==> config.mk <==
export PLATFORM = sky130hd
export DESIGN_NAME = out_port_fifo_bank
export DESIGN_NICKNAME = d
export VERILOG_FILES = /design/src/rtl/out_port_pkg.sv /design/src/rtl/out_chan_fifo.sv /design/src/rtl/out_port_fifo_bank.sv
export SDC_FILE = /design/constraint.sdc
export NUM_CORES = 1
export LEC_CHECK = 0
export BUFFER_PORTS_ARGS = -buffer_cell sky130_fd_sc_hd__buf_2
export CORE_UTILIZATION = 35
export DETAILED_ROUTE_END_ITERATION = 8
export PLACE_DENSITY_LB_ADDON = 0.2
export SETUP_SLACK_MARGIN = 0.4
export SLEW_MARGIN = 30
export SYNTH_ARGS = -nofsm -noshare
export SYNTH_HDL_FRONTEND = slang
export SYNTH_SLANG_ARGS = --single-unit
==> constraint.sdc <==
create_clock -name MainClock -period 1.77 [get_ports MainClock]
set_input_delay 0.354 -clock MainClock [delete_from_list [all_inputs] [get_ports MainClock]]
set_output_delay 0.354 -clock MainClock [all_outputs]
set_load 0.02 [all_outputs]
==> src/rtl/out_port_pkg.sv <==
// Shared constants and helpers for the output-port FIFO bank.
package out_port_pkg;

    localparam int unsigned DEF_WIDTH = 4;
    localparam int unsigned DEF_NCH   = 2;
    localparam int unsigned DEF_DEPTH = 4;

    // Index width that never collapses to zero bits for single-entry ranges.
    function automatic int unsigned clog2_min1(input int unsigned n);
        return (n <= 1) ? 1 : $clog2(n);
    endfunction

    // Lowest bit of channel c inside a flattened NCH*width bus.
    function automatic int unsigned chan_lsb(input int unsigned c, input int unsigned width);
        return c * width;
    endfunction

endpackage

==> src/rtl/out_chan_fifo.sv <==
// One output channel: show-ahead FIFO with registered head, valid/full and sticky overflow.
module out_chan_fifo
    import out_port_pkg::*;
#(
    parameter int unsigned WIDTH = DEF_WIDTH,
    parameter int unsigned DEPTH = DEF_DEPTH
) (
    input  logic             clk,
    input  logic             rst_n,
    input  logic             push_i,
    input  logic [WIDTH-1:0] data_i,
    input  logic             pop_i,
    input  logic             clr_ovf_i,
    output logic [WIDTH-1:0] head_o,
    output logic             valid_o,
    output logic             full_o,
    output logic             ovf_o
);

    localparam int unsigned PW   = clog2_min1(DEPTH);
    localparam int unsigned CNTW = PW + 1;

    logic [WIDTH-1:0] mem_q [DEPTH];
    logic [PW-1:0]    wr_q, wr_d, rd_q, rd_d;
    logic [CNTW-1:0]  cnt_q, cnt_d;
    logic [WIDTH-1:0] head_q, head_d;
    logic             valid_q, valid_d, full_q, full_d, ovf_q, ovf_d;
    logic             do_push, do_pop;

    // Full and valid come from pre-edge state, so a push on full drops even if popped this edge.
    always_comb begin
        do_push = push_i && !full_q;
        do_pop  = pop_i && valid_q;
        wr_d    = wr_q;
        rd_d    = rd_q;
        cnt_d   = cnt_q;
        head_d  = head_q;
        ovf_d   = ovf_q;

        if (do_push) wr_d = wr_q + PW'(1);
        if (do_pop)  rd_d = rd_q + PW'(1);

        if (do_push && !do_pop)      cnt_d = cnt_q + CNTW'(1);
        else if (do_pop && !do_push) cnt_d = cnt_q - CNTW'(1);

        if (do_push && (cnt_q == '0)) begin
            head_d = data_i;
        end else if (do_pop) begin
            if (cnt_q > CNTW'(1)) head_d = mem_q[rd_q + PW'(1)];
            else if (do_push)     head_d = data_i;
        end

        if (push_i && full_q) ovf_d = 1'b1;
        else if (clr_ovf_i)   ovf_d = 1'b0;

        valid_d = (cnt_d != '0);
        full_d  = (cnt_d == CNTW'(DEPTH));
    end

    // Storage needs no reset: nothing is readable until the count says so.
    always_ff @(posedge clk) begin
        if (do_push) mem_q[wr_q] <= data_i;
    end

    always_ff @(posedge clk or negedge rst_n) begin
        if (!rst_n) begin
            wr_q    <= '0;
            rd_q    <= '0;
            cnt_q   <= '0;
            head_q  <= '0;
            valid_q <= 1'b0;
            full_q  <= 1'b0;
            ovf_q   <= 1'b0;
        end else begin
            wr_q    <= wr_d;
            rd_q    <= rd_d;
            cnt_q   <= cnt_d;
            head_q  <= head_d;
            valid_q <= valid_d;
            full_q  <= full_d;
            ovf_q   <= ovf_d;
        end
    end

    assign head_o  = head_q;
    assign valid_o = valid_q;
    assign full_o  = full_q;
    assign ovf_o   = ovf_q;

endmodule

==> src/rtl/out_port_fifo_bank.sv <==
// NCH-channel output unit: decodes CPU writes onto per-channel FIFOs drained by valid/ack consumers.
module out_port_fifo_bank
    import out_port_pkg::*;
#(
    parameter int unsigned WIDTH = DEF_WIDTH,
    parameter int unsigned NCH   = DEF_NCH,
    parameter int unsigned DEPTH = DEF_DEPTH,
    localparam int unsigned CW   = clog2_min1(NCH)
) (
    input  logic                 MainClock,
    input  logic                 invMainReset,
    input  logic [WIDTH-1:0]     IB,
    input  logic                 LoadOut,
    input  logic [CW-1:0]        ChanSel,
    output logic [NCH-1:0]       OutFull,
    output logic [NCH-1:0]       OutOvf,
    input  logic                 ClrOvf,
    output logic [NCH*WIDTH-1:0] Out,
    output logic [NCH-1:0]       OutValid,
    input  logic [NCH-1:0]       OutAck
);

    logic [NCH-1:0] push_en;
    logic [NCH-1:0] clr_en;

    // Selects beyond NCH-1 match no channel and are silently ignored.
    always_comb begin
        push_en = '0;
        clr_en  = '0;
        for (int unsigned c = 0; c < NCH; c++) begin
            push_en[c] = LoadOut && (ChanSel == CW'(c));
            clr_en[c]  = ClrOvf  && (ChanSel == CW'(c));
        end
    end

    for (genvar c = 0; c < NCH; c++) begin : g_chan
        out_chan_fifo #(
            .WIDTH (WIDTH),
            .DEPTH (DEPTH)
        ) u_fifo (
            .clk       (MainClock),
            .rst_n     (invMainReset),
            .push_i    (push_en[c]),
            .data_i    (IB),
            .pop_i     (OutAck[c]),
            .clr_ovf_i (clr_en[c]),
            .head_o    (Out[chan_lsb(c, WIDTH) +: WIDTH]),
            .valid_o   (OutValid[c]),
            .full_o    (OutFull[c]),
            .ovf_o     (OutOvf[c])
        );
    end

endmodule

=== Yosys cells after proc, flatten, opt, wreduce, memory -nomap -nowiden ===
Memories as Yosys holds them, arrays and structs flattened.
Index checks and enable logic that the tools add are counted.

* Register bits after elaboration: 28
* Latch bits: 0
* Bits in writable memories: 32
* ROM bits: 0
* Memories: 2

* $add $sub $neg: 8
* Multiply operators: 0
* Divide/modulo/power cells: 0
* Order comparisons: 2
* Eq/ne operators: 2
* Shift-type cells: 0
* Multiplexer cells: 20
* Bitwise gates (word level): 1
* Reduce and logical (&&, ||, !) cells: 34

{| class="wikitable"
|+ Memories
! name !! depth !! bits a word !! read ports !! clocked after Yosys merged registers in !! write ports !! line !! RTL
|-
| g_chan[0].u_fifo.mem_q || 4 || 4 || 1 || 0 || 1 || out_chan_fifo.sv:23 || <nowiki>logic [WIDTH-1:0] mem_q [DEPTH];</nowiki>
|-
| g_chan[1].u_fifo.mem_q || 4 || 4 || 1 || 0 || 1 || out_chan_fifo.sv:23 ||
|}

{| class="wikitable"
|+ Operator list
! operator !! count
|-
| 2-to-1 mux 4 bit || 8
|-
| logical AND 1 bit || 16
|-
| 2-to-1 mux 3 bit || 4
|-
| nonzero test 3 bit || 4
|-
| adder 2 x 1 -> 2 bit, second input constant || 4
|-
| 2-to-1 mux 1 bit || 8
|-
| nonzero test 2 bit || 4
|-
| adder 3 x 1 -> 3 bit, second input constant || 2
|-
| == test 3 bit, second input constant || 2
|-
| greater-than comparator 3 x 1 -> 1 bit, second input constant || 2
|-
| logical NOT 1 bit || 6
|-
| logical NOT 3 bit || 2
|-
| subtractor 3 x 1 -> 3 bit, second input constant || 2
|-
| AND reduction 2 bit || 2
|-
| NOT 1 bit || 1
|}

=== Logic depth before layout (Yosys ltp) ===
Gate-level depths: netlist (run 1).

* Word-level depth: 8
* Depth in mapped cells: 6
* Depth with buffers taken out: 6

=== Modules after synthesis ===
From an unflattened synthesis (run 1), not the netlist that was laid out.

* Cells, all modules: 201
* Area total of the unflattened synthesis: 2859.0 sq um

{| class="wikitable"
|+ Modules (own cells, without submodules)
! module !! times used !! cells each !! area an instance (sq um)
|-
| out_chan_fifo (g_chan[0].u_fifo) || 1 || 98 || 1421.4
|-
| out_chan_fifo (g_chan[1].u_fifo) || 1 || 99 || 1412.6
|-
| out_port_fifo_bank || 1 || 4 || 25.0
|}

=== Worst setup path before layout (run 1) ===
No wires, ideal clock.

* Path kind: register to register
* From: register g_chan[0].u_fifo.cnt_q[0]
* To: register g_chan[0].u_fifo.head_q[0]
* Setup time: 0.125 ns
* Arrival: 1.771 ns
* Data required time: 1.645 ns
* Path slack: -0.126 ns
* Cell stages (with the launch flop): 7
* Buffers on the path: 0
* Clock period less this slack: 1.896 ns
* Cell sequence: dfrtp_1 -> inv_1 -> ha_1 -> nor4bb_2 -> o31ai_2 -> mux2_2 -> mux2_2

* Longest elaborated chain between the ends: 4
* Elaborated cells on any way between the ends: 9

{| class="wikitable"
|+ RTL lines
! item !! line !! RTL
|-
| start: declaration || out_chan_fifo.sv:25 || <nowiki>logic [CNTW-1:0] cnt_q, cnt_d;</nowiki>
|-
| start signal: assignment || out_chan_fifo.sv:77 || <nowiki>cnt_q <= cnt_d;</nowiki>
|-
| greater-than comparator 3 x 1 -> 1 bit / logical NOT 3 bit (equally long branches) || out_chan_fifo.sv:49, out_chan_fifo.sv:46 ||
|-
| 2-to-1 mux 4 bit / logical AND 1 bit (equally long branches) || out_chan_fifo.sv:49, out_chan_fifo.sv:46 ||
|-
| 2-to-1 mux 4 bit (tied with other cells) || out_chan_fifo.sv:48 || <nowiki>end else if (do_pop) begin</nowiki>
|-
| 2-to-1 mux 4 bit / AND reduction 2 bit (equally long branches) || n/a ||
|-
| end signal: assignment || out_chan_fifo.sv:70 || <nowiki>head_q <= '0;</nowiki>
|-
| end signal: assignment || out_chan_fifo.sv:78 || <nowiki>head_q <= head_d;</nowiki>
|-
| end: declaration || out_chan_fifo.sv:26 || <nowiki>logic [WIDTH-1:0] head_q, head_d;</nowiki>
|}

Parallel ways exist; a longest one is shown, timed or not. The select of a mux whose other input is x is not followed.
A chain may end at the register's enable or synchronous reset.

=== Worst setup path in the final report (run 1) ===
* From: register g_chan[1].u_fifo.cnt_q[1]
* To: register g_chan[1].u_fifo.head_q[1]

* Longest elaborated chain between the ends: 4
* Elaborated cells on any way between the ends: 9

{| class="wikitable"
|+ RTL lines
! item !! line
|-
| start: declaration || out_chan_fifo.sv:25
|-
| start signal: assignment || out_chan_fifo.sv:77
|-
| greater-than comparator 3 x 1 -> 1 bit / logical NOT 3 bit (equally long branches) || out_chan_fifo.sv:49, out_chan_fifo.sv:46
|-
| 2-to-1 mux 4 bit / logical AND 1 bit (equally long branches) || out_chan_fifo.sv:49, out_chan_fifo.sv:46
|-
| 2-to-1 mux 4 bit (tied with other cells) || out_chan_fifo.sv:48
|-
| 2-to-1 mux 4 bit / AND reduction 2 bit (equally long branches) || n/a
|-
| end signal: assignment || out_chan_fifo.sv:70
|-
| end signal: assignment || out_chan_fifo.sv:78
|-
| end: declaration || out_chan_fifo.sv:26
|}

Parallel ways exist; a longest one is shown, timed or not. The select of a mux whose other input is x is not followed.

==> flow_summary.json, run 1 <==
{
  "outcome": "finished, violations left",
  "violations": "negative setup slack",
  "ctsHoldBuffers": 0,
  "reg2reg_depth": 7,
  "port_buffers": 24,
  "arrival_ps": 2090,
  "synth_xor_area_share_pct": 3.63,
  "cp_slowest_cell": "dfrtp_1",
  "total_power_mw": 6.54,
  "initial_utilization_pct": 36.8,
  "synth-seq-cells": 60,
  "drtIter0Drc": 72,
  "num_rows": 32,
  "n_antenna_cell": 0,
  "die_w_um": 92.9,
  "design.core.area_um2": 7850,
  "p_switching_mw": 2.23,
  "seq_power_share_pct": 33.1,
  "power.density_nw_per_um2": 1700,
  "cts_tree": "yes",
  "worstReg2RegStart": "g_chan[1].u_fifo.cnt_q[1]",
  "hp-class": "in2async",
  "async_reset_ff_share_pct": 46.7,
  "swShare_pct": 34.0,
  "fin_util_pct": 48.9,
  "post_drt_wl_per_cell_um": 15.9,
  "clk_pin_slew_ps": 80,
  "post-route-min-period_ps": 1850,
  "fin_cells": 362,
  "crit_path_end_kind": "flop",
  "dp_hpwl_um": 3690,
  "peakVddDrop_uv": 677,
  "n_fill_cell": 736,
  "routed_wl_um": 5760,
  "dp.cells": 334,
  "drv_slew": 0,
  "nets": 282,
  "synth_edf_count": 32,
  "leakagePower_nw": 1.60,
  "hold_violations": 0,
  "synthAdderAreaFrac_pct": 7.27,
  "dr.pass1.iters": 4,
  "muxShareOfSynthArea_pct": 13.2,
  "die-area_um2": 8630,
  "gp_congestion": 0.784,
  "p_comb_share_pct": 48.3,
  "synth_compound_area_share_pct": 6.06,
  "fin_skew_ps": 15.6,
  "clock_path_buffers": 2,
  "synth_warnings": 0,
  "cts_sinks": 60,
  "viasPerCell": 4.70,
  "relSlewSlack_pct": 60.0,
  "final_cell_mix": "32 x edfxtp_1, 26 x dfrtp_1, 22 x buf_2",
  "vias": 1700,
  "min_period_over_period_pct": 105,
  "cts-buffers-inserted": 9,
  "grt.total_usage_pct": 14.5,
  "grt_overflow": 0,
  "ff2ff_setup_slack_ps": -80,
  "synth_nets": 225,
  "synth_ff_type": "edfxtp_1",
  "synth_top_family_by_area": "multiplexers",
  "die_height_um": 92.9,
  "grt_max_degree": 29,
  "route.detailed.drc": 0,
  "insertion_delay_ps": 350,
  "area_growth_pct": 32.8,
  "syn_area_per_cell_um2": 14.6,
  "layout_commonest_cell": "edfxtp_1",
  "max_cap_violations": 0,
  "fmax_mhz": 540,
  "cp_data_required_time_ps": 2010,
  "startpoint_type": "flop",
  "rsz0062_at_grt": "true",
  "grt_pass1_wl_um": 9200,
  "critPathMaxStageDelay_ps": 390,
  "yosysSeqAreaShare_pct": 57.5,
  "rr_endpoint": "g_chan[1].u_fifo.head_o[1]",
  "htreeDepth": 3,
  "crit_fanout": 4,
  "drive_above_1_share_pct": 55.0,
  "netlist_area_um2": 2890,
  "antenna_found_initial": 0,
  "synth.distinct_cells": 42,
  "dpl_worst_slack_ps": -145,
  "ant_nets": 0,
  "tightest_slew_ps": 599,
  "setup_ws_ps": -81.4,
  "grt_pass1_vias": 1840,
  "cts_root_buf": "clkbuf_8",
  "tns_ps": -409,
  "crit_type": "reg2reg",
  "netlist_instances": 198,
  "clkPwrFrac_pct": 18.6,
  "setup_violations": 7,
  "crit_chain": "inv_2, ha_4, and4b_1, o31ai_4, buf_6, mux2_4, mux2_2",
  "p_int_mw": 4.31,
  "io_pins": 25,
  "synth_simple_gate_area_share_pct": 7.83
}
## flip-flops by register name, indices dropped and copies added, names as in the netlist
signal,flops
g_chan.u_fifo.cnt_q,6
g_chan.u_fifo.full_o,2
g_chan.u_fifo.head_o,8
g_chan.u_fifo.mem_q,32
g_chan.u_fifo.ovf_o,2
g_chan.u_fifo.rd_q,4
g_chan.u_fifo.valid_o,2
g_chan.u_fifo.wr_q,4
## power by group through the flow
stage	Combinational (mW)	Sequential [mW]	Clock, mW
CTS	2.88	2.16	1.26
global placement	2.49	2.18	0
global route	3.41	2.23	1.32
detailed placement	2.51	2.19	0
finish	3.16	2.16	1.22
floorplan	1.79	2.22	0
## Yosys cell counts, types with 2 or more instances
cell	instances	area, um2
edfxtp_1	32	961
dfrtp_1	28	701
ha_1	16	200
mux2_2	16	180
inv_1	14	52.6
xnor2_1	11	96.3
o21ai_0	10	50.1
and2_1	8	50.1
mux4_2	8	180
nand2_1	8	30.0
buf_4	7	52.6
nor2_1	5	18.8
a21boi_0	2	15.0
and3_1	2	12.5
buf_6	2	22.5
mux2i_1	2	20.0
nand3b_1	2	15.0
## routing by layer
metal / wire (um) / vias to the layer above / GRT usage (%)
met3: 162 / 9 / 4.19
met5: 0 / - / 0
li1: - / 825 / -
met4: 112 / 0 / 6.92
met1: 2710 / 835 / 19.2
met2: 2770 / 31 / 21.9
## cell type report
class | instances | area [um2] | area share [%]
Clock inverter | 7 | 67.6 | 1.76
Sequential cell | 60 | 1660 | 43.3
Multi-Input combinational cell | 114 | 1380 | 35.8
Timing Repair Buffer | 56 | 429 | 11.2
Clock buffer | 9 | 124 | 3.23
Tap cell | 102 | 128 | 3.32
Inverter | 14 | 52.6 | 1.37
## worst max-delay path by stage
stage	start	to	slack, ps	cells past startpoint
after floorplan	g_chan[0].u_fifo.cnt_q[0]	g_chan[0].u_fifo.head_o[0]	-100	6
after global placement	g_chan[1].u_fifo.cnt_q[0]	g_chan[1].u_fifo.head_o[3]	-130	6
after detailed placement	g_chan[1].u_fifo.cnt_q[0]	g_chan[1].u_fifo.head_o[2]	-150	6
after CTS	g_chan[1].u_fifo.cnt_q[1]	g_chan[1].u_fifo.head_o[1]	-110	7
after global routing	g_chan[1].u_fifo.cnt_q[1]	g_chan[1].u_fifo.head_o[1]	-130	7
final	g_chan[1].u_fifo.cnt_q[1]	g_chan[1].u_fifo.head_o[1]	-80	7
## critical path: cells and delay by family, from the launching register on
kind,cells,cell delay [ps]
adder cells (fa/ha/maj),1,160
buffers and inverters,2,230
multiplexers,2,550
AND/OR/NAND/NOR,1,230
flip-flops,1,390
AO/OA/AOI/OAI,1,180
## what timing repair did
item,4_1_cts,5_1_grt
pin swaps,15,11
endpoints found under the hold margin,0,0
resized for setup,38,33
endpoints found under the setup margin,49,52
buffers inserted,8,4
## kinds of logic (layout without fill, tap and decap cells)
group                    Yosys count  count (layout)
AND/OR/NAND/NOR                   37              37
multiplexers                      26              26
XOR/XNOR                          12              12
flip-flops                        60              60
adder cells (fa/ha/maj)           17              17
AO/OA/AOI/OAI                     22              22
buffers and inverters             24              86
## through the flow
stage | cell area, um2 | hold WS [ps]
5_1_grt | 3840 | 41.6
3_3_place_gp | 3300 | 398
4_1_cts | 3660 | 17.9
2_1_floorplan | 2980 | 58.4
6_report | 3840 | 11.4
3_5_place_dp | 3300 | 403
(Power assumes the default switching activity.)
==> run 2, diff against run 1 <==
Settings changed: CELL_PAD_IN_SITES_DETAIL_PLACEMENT set to 0, CELL_PAD_IN_SITES_GLOBAL_PLACEMENT set to 1.
==> run 2 against run 1 <==
Effect of this change: the flow still finishes with violations (negative setup slack); first-iteration DRC count decreased by 29%; setup slack got worse by 16 ps; total power decreased by 0.66%; sequential power about the same; global-route usage decreased by 0.11 points; non-clock buffer count increased by 12; combinational power about the same; sequential share of layout area decreased by 1.0 points; worst hold slack improved by 50 ps; highest routed layer unchanged.
==> flow_summary.json, run 2 (synthesis gave the netlist of run 1 again) <==
{
  "outcome": "finished, violations left",
  "violations": "negative setup slack",
  "tns_ps": -361,
  "post_drt_wl_per_cell_um": 14.9,
  "hp-class": "in2async",
  "drv_slew": 0,
  "grt_max_degree": 29,
  "seq_power_share_pct": 33.2,
  "grt_overflow": 0,
  "peakVddDrop_uv": 774,
  "clock_path_buffers": 2,
  "crit_fanout": 4,
  "insertion_delay_ps": 330,
  "layout_commonest_cell": "edfxtp_1",
  "gp_congestion": 0.716,
  "fin_skew_ps": 8.27,
  "cts_root_buf": "clkbuf_8",
  "crit_path_end_kind": "flop",
  "post-route-min-period_ps": 1870,
  "largest_reg_flops": 32,
  "dp_hpwl_um": 3820,
  "htreeDepth": 3,
  "leakagePower_nw": 1.63,
  "place_area_um2": 3320,
  "min_period_over_period_pct": 106,
  "setup_violations": 8,
  "rsz0062_at_grt": "true",
  "grt_pass1_wl_um": 9200,
  "startpoint_type": "flop",
  "setup_ws_ps": -97.4,
  "die_w_um": 92.9,
  "viasPerCell": 4.71,
  "area_growth_pct": 35.9,
  "routed_wl_um": 5570,
  "die_height_um": 92.9,
  "io_pins": 25,
  "cp_data_required_time_ps": 1990,
  "route.detailed.drc": 0,
  "clkPwrFrac_pct": 18.3,
  "clk_pin_slew_ps": 70,
  "final_cell_mix": "32 x edfxtp_1, 27 x dfrtp_1, 25 x buf_6",
  "ant_nets": 0,
  "grt_pass1_vias": 1819,
  "die-area_um2": 8630,
  "swShare_pct": 33.5,
  "design.core.area_um2": 7850,
  "p_comb_share_pct": 48.5,
  "n_fill_cell": 702,
  "cts_sinks": 60,
  "arrival_ps": 2090,
  "largest-register": "g_chan.u_fifo.mem_q",
  "cts-buffers-inserted": 9,
  "p_switching_mw": 2.18,
  "initial_utilization_pct": 36.8,
  "design_area_um2": 3930,
  "port_buffers": 24,
  "num_rows": 32,
  "nets": 294,
  "hold_violations": 0,
  "antenna_found_initial": 0,
  "tightest_slew_ps": 684,
  "drive_above_1_share_pct": 54.4,
  "n_antenna_cell": 0,
  "grt.total_usage_pct": 14.4,
  "crit_type": "reg2reg",
  "power.density_nw_per_um2": 1650,
  "max_cap_violations": 0,
  "relSlewSlack_pct": 54.4,
  "drtIter0Drc": 51,
  "cts_tree": "yes",
  "dr.pass1.iters": 4,
  "fmax_mhz": 536,
  "p_int_mw": 4.32,
  "vias": 1763
}
==> run 2: changes by cell type in the layout (fill, tap and decap cells not counted), moves of 2 or more <==
cell	delta
buf_6	+8
mux2_2	+5
mux2_4	-5
buf_4	+3
clkinv_2	-2
clkinvlp_4	+2
nor2_2	-2
==> run 2: repair_timing <==
action,in CTS,in global routing
hold buffers,0,0
gates resized for setup,42,27
buffers inserted,13,8
setup endpoints to repair,49,54
pin swaps,16,9
==> run 2: power groups by stage <==
stage	registers (mW)	logic [mW]	clock network, mW
2_1_floorplan	2.22	1.79	0
3_3_place_gp	2.19	2.51	0
3_5_place_dp	2.19	2.52	0
4_1_cts	2.16	2.89	1.23
5_1_grt	2.21	3.45	1.30
6_report	2.16	3.15	1.19
==> run 2: area by class of cell <==
type                    instances  area [um2]  area share [%]
inverters                      14        52.6            1.34
multi-input cells             114        1330            33.9
clock buffers                   9         124            3.15
flip-flops and latches         60        1660            42.3
clock inverters                 7        67.6            1.72
well taps                     102         128            3.25
repair buffers                 68         562            14.3
==> run 2: final timing paths <==
path | start | to | slack (ps) | cells past startpoint
max | g_chan[1].u_fifo.cnt_q[0] | g_chan[1].u_fifo.head_o[3] | -100 | 6
min | invMainReset | g_chan[0].u_fifo.cnt_q[0] | 60 | 1
max reg2reg | g_chan[1].u_fifo.cnt_q[0] | g_chan[1].u_fifo.head_o[3] | -100 | 6
min reg2reg | g_chan[1].u_fifo.ovf_o | g_chan[1].u_fifo.ovf_o | 500 | 1
max in group asynchronous | invMainReset | g_chan[0].u_fifo.valid_o | 1230 | 1
min in group MainClock | ClrOvf | g_chan[0].u_fifo.ovf_o | 320 | 4
==> run 2: worst max-delay path, stage by stage, from the launching register on <==
cell	delay, ps
dfrtp_1	390
inv_2	60
ha_4	150
and4b_1	220
o31ai_4	290
mux2_2	380
mux2_2	260
==> run 2: stage by stage <==
step,std cells,utilization [%],hold slack (ps),power (mW),setup slack [ps]
2_1_floorplan,198,-,58.4,4.01,-101
3_3_place_gp,337,42.3,445,4.70,-62.2
3_5_place_dp,337,42.3,446,4.71,-103
4_1_cts,366,47.8,77.4,6.29,-95.8
5_1_grt,374,50.1,107,6.96,-151
6_report,374,50.1,61.6,6.50,-97.4
==> run 2: layer usage <==
layer | part of all wire, % | track usage, % | vias to the layer above | wire length (um)
li1 | - | - | 862 | -
met1 | 50 | 20.3 | 870 | 2800
met2 | 45 | 21.1 | 24 | 2500
met3 | 3.2 | 3.53 | 7 | 181
met4 | 1.5 | 6.15 | 0 | 86
met5 | 0 | 0 | - | 0
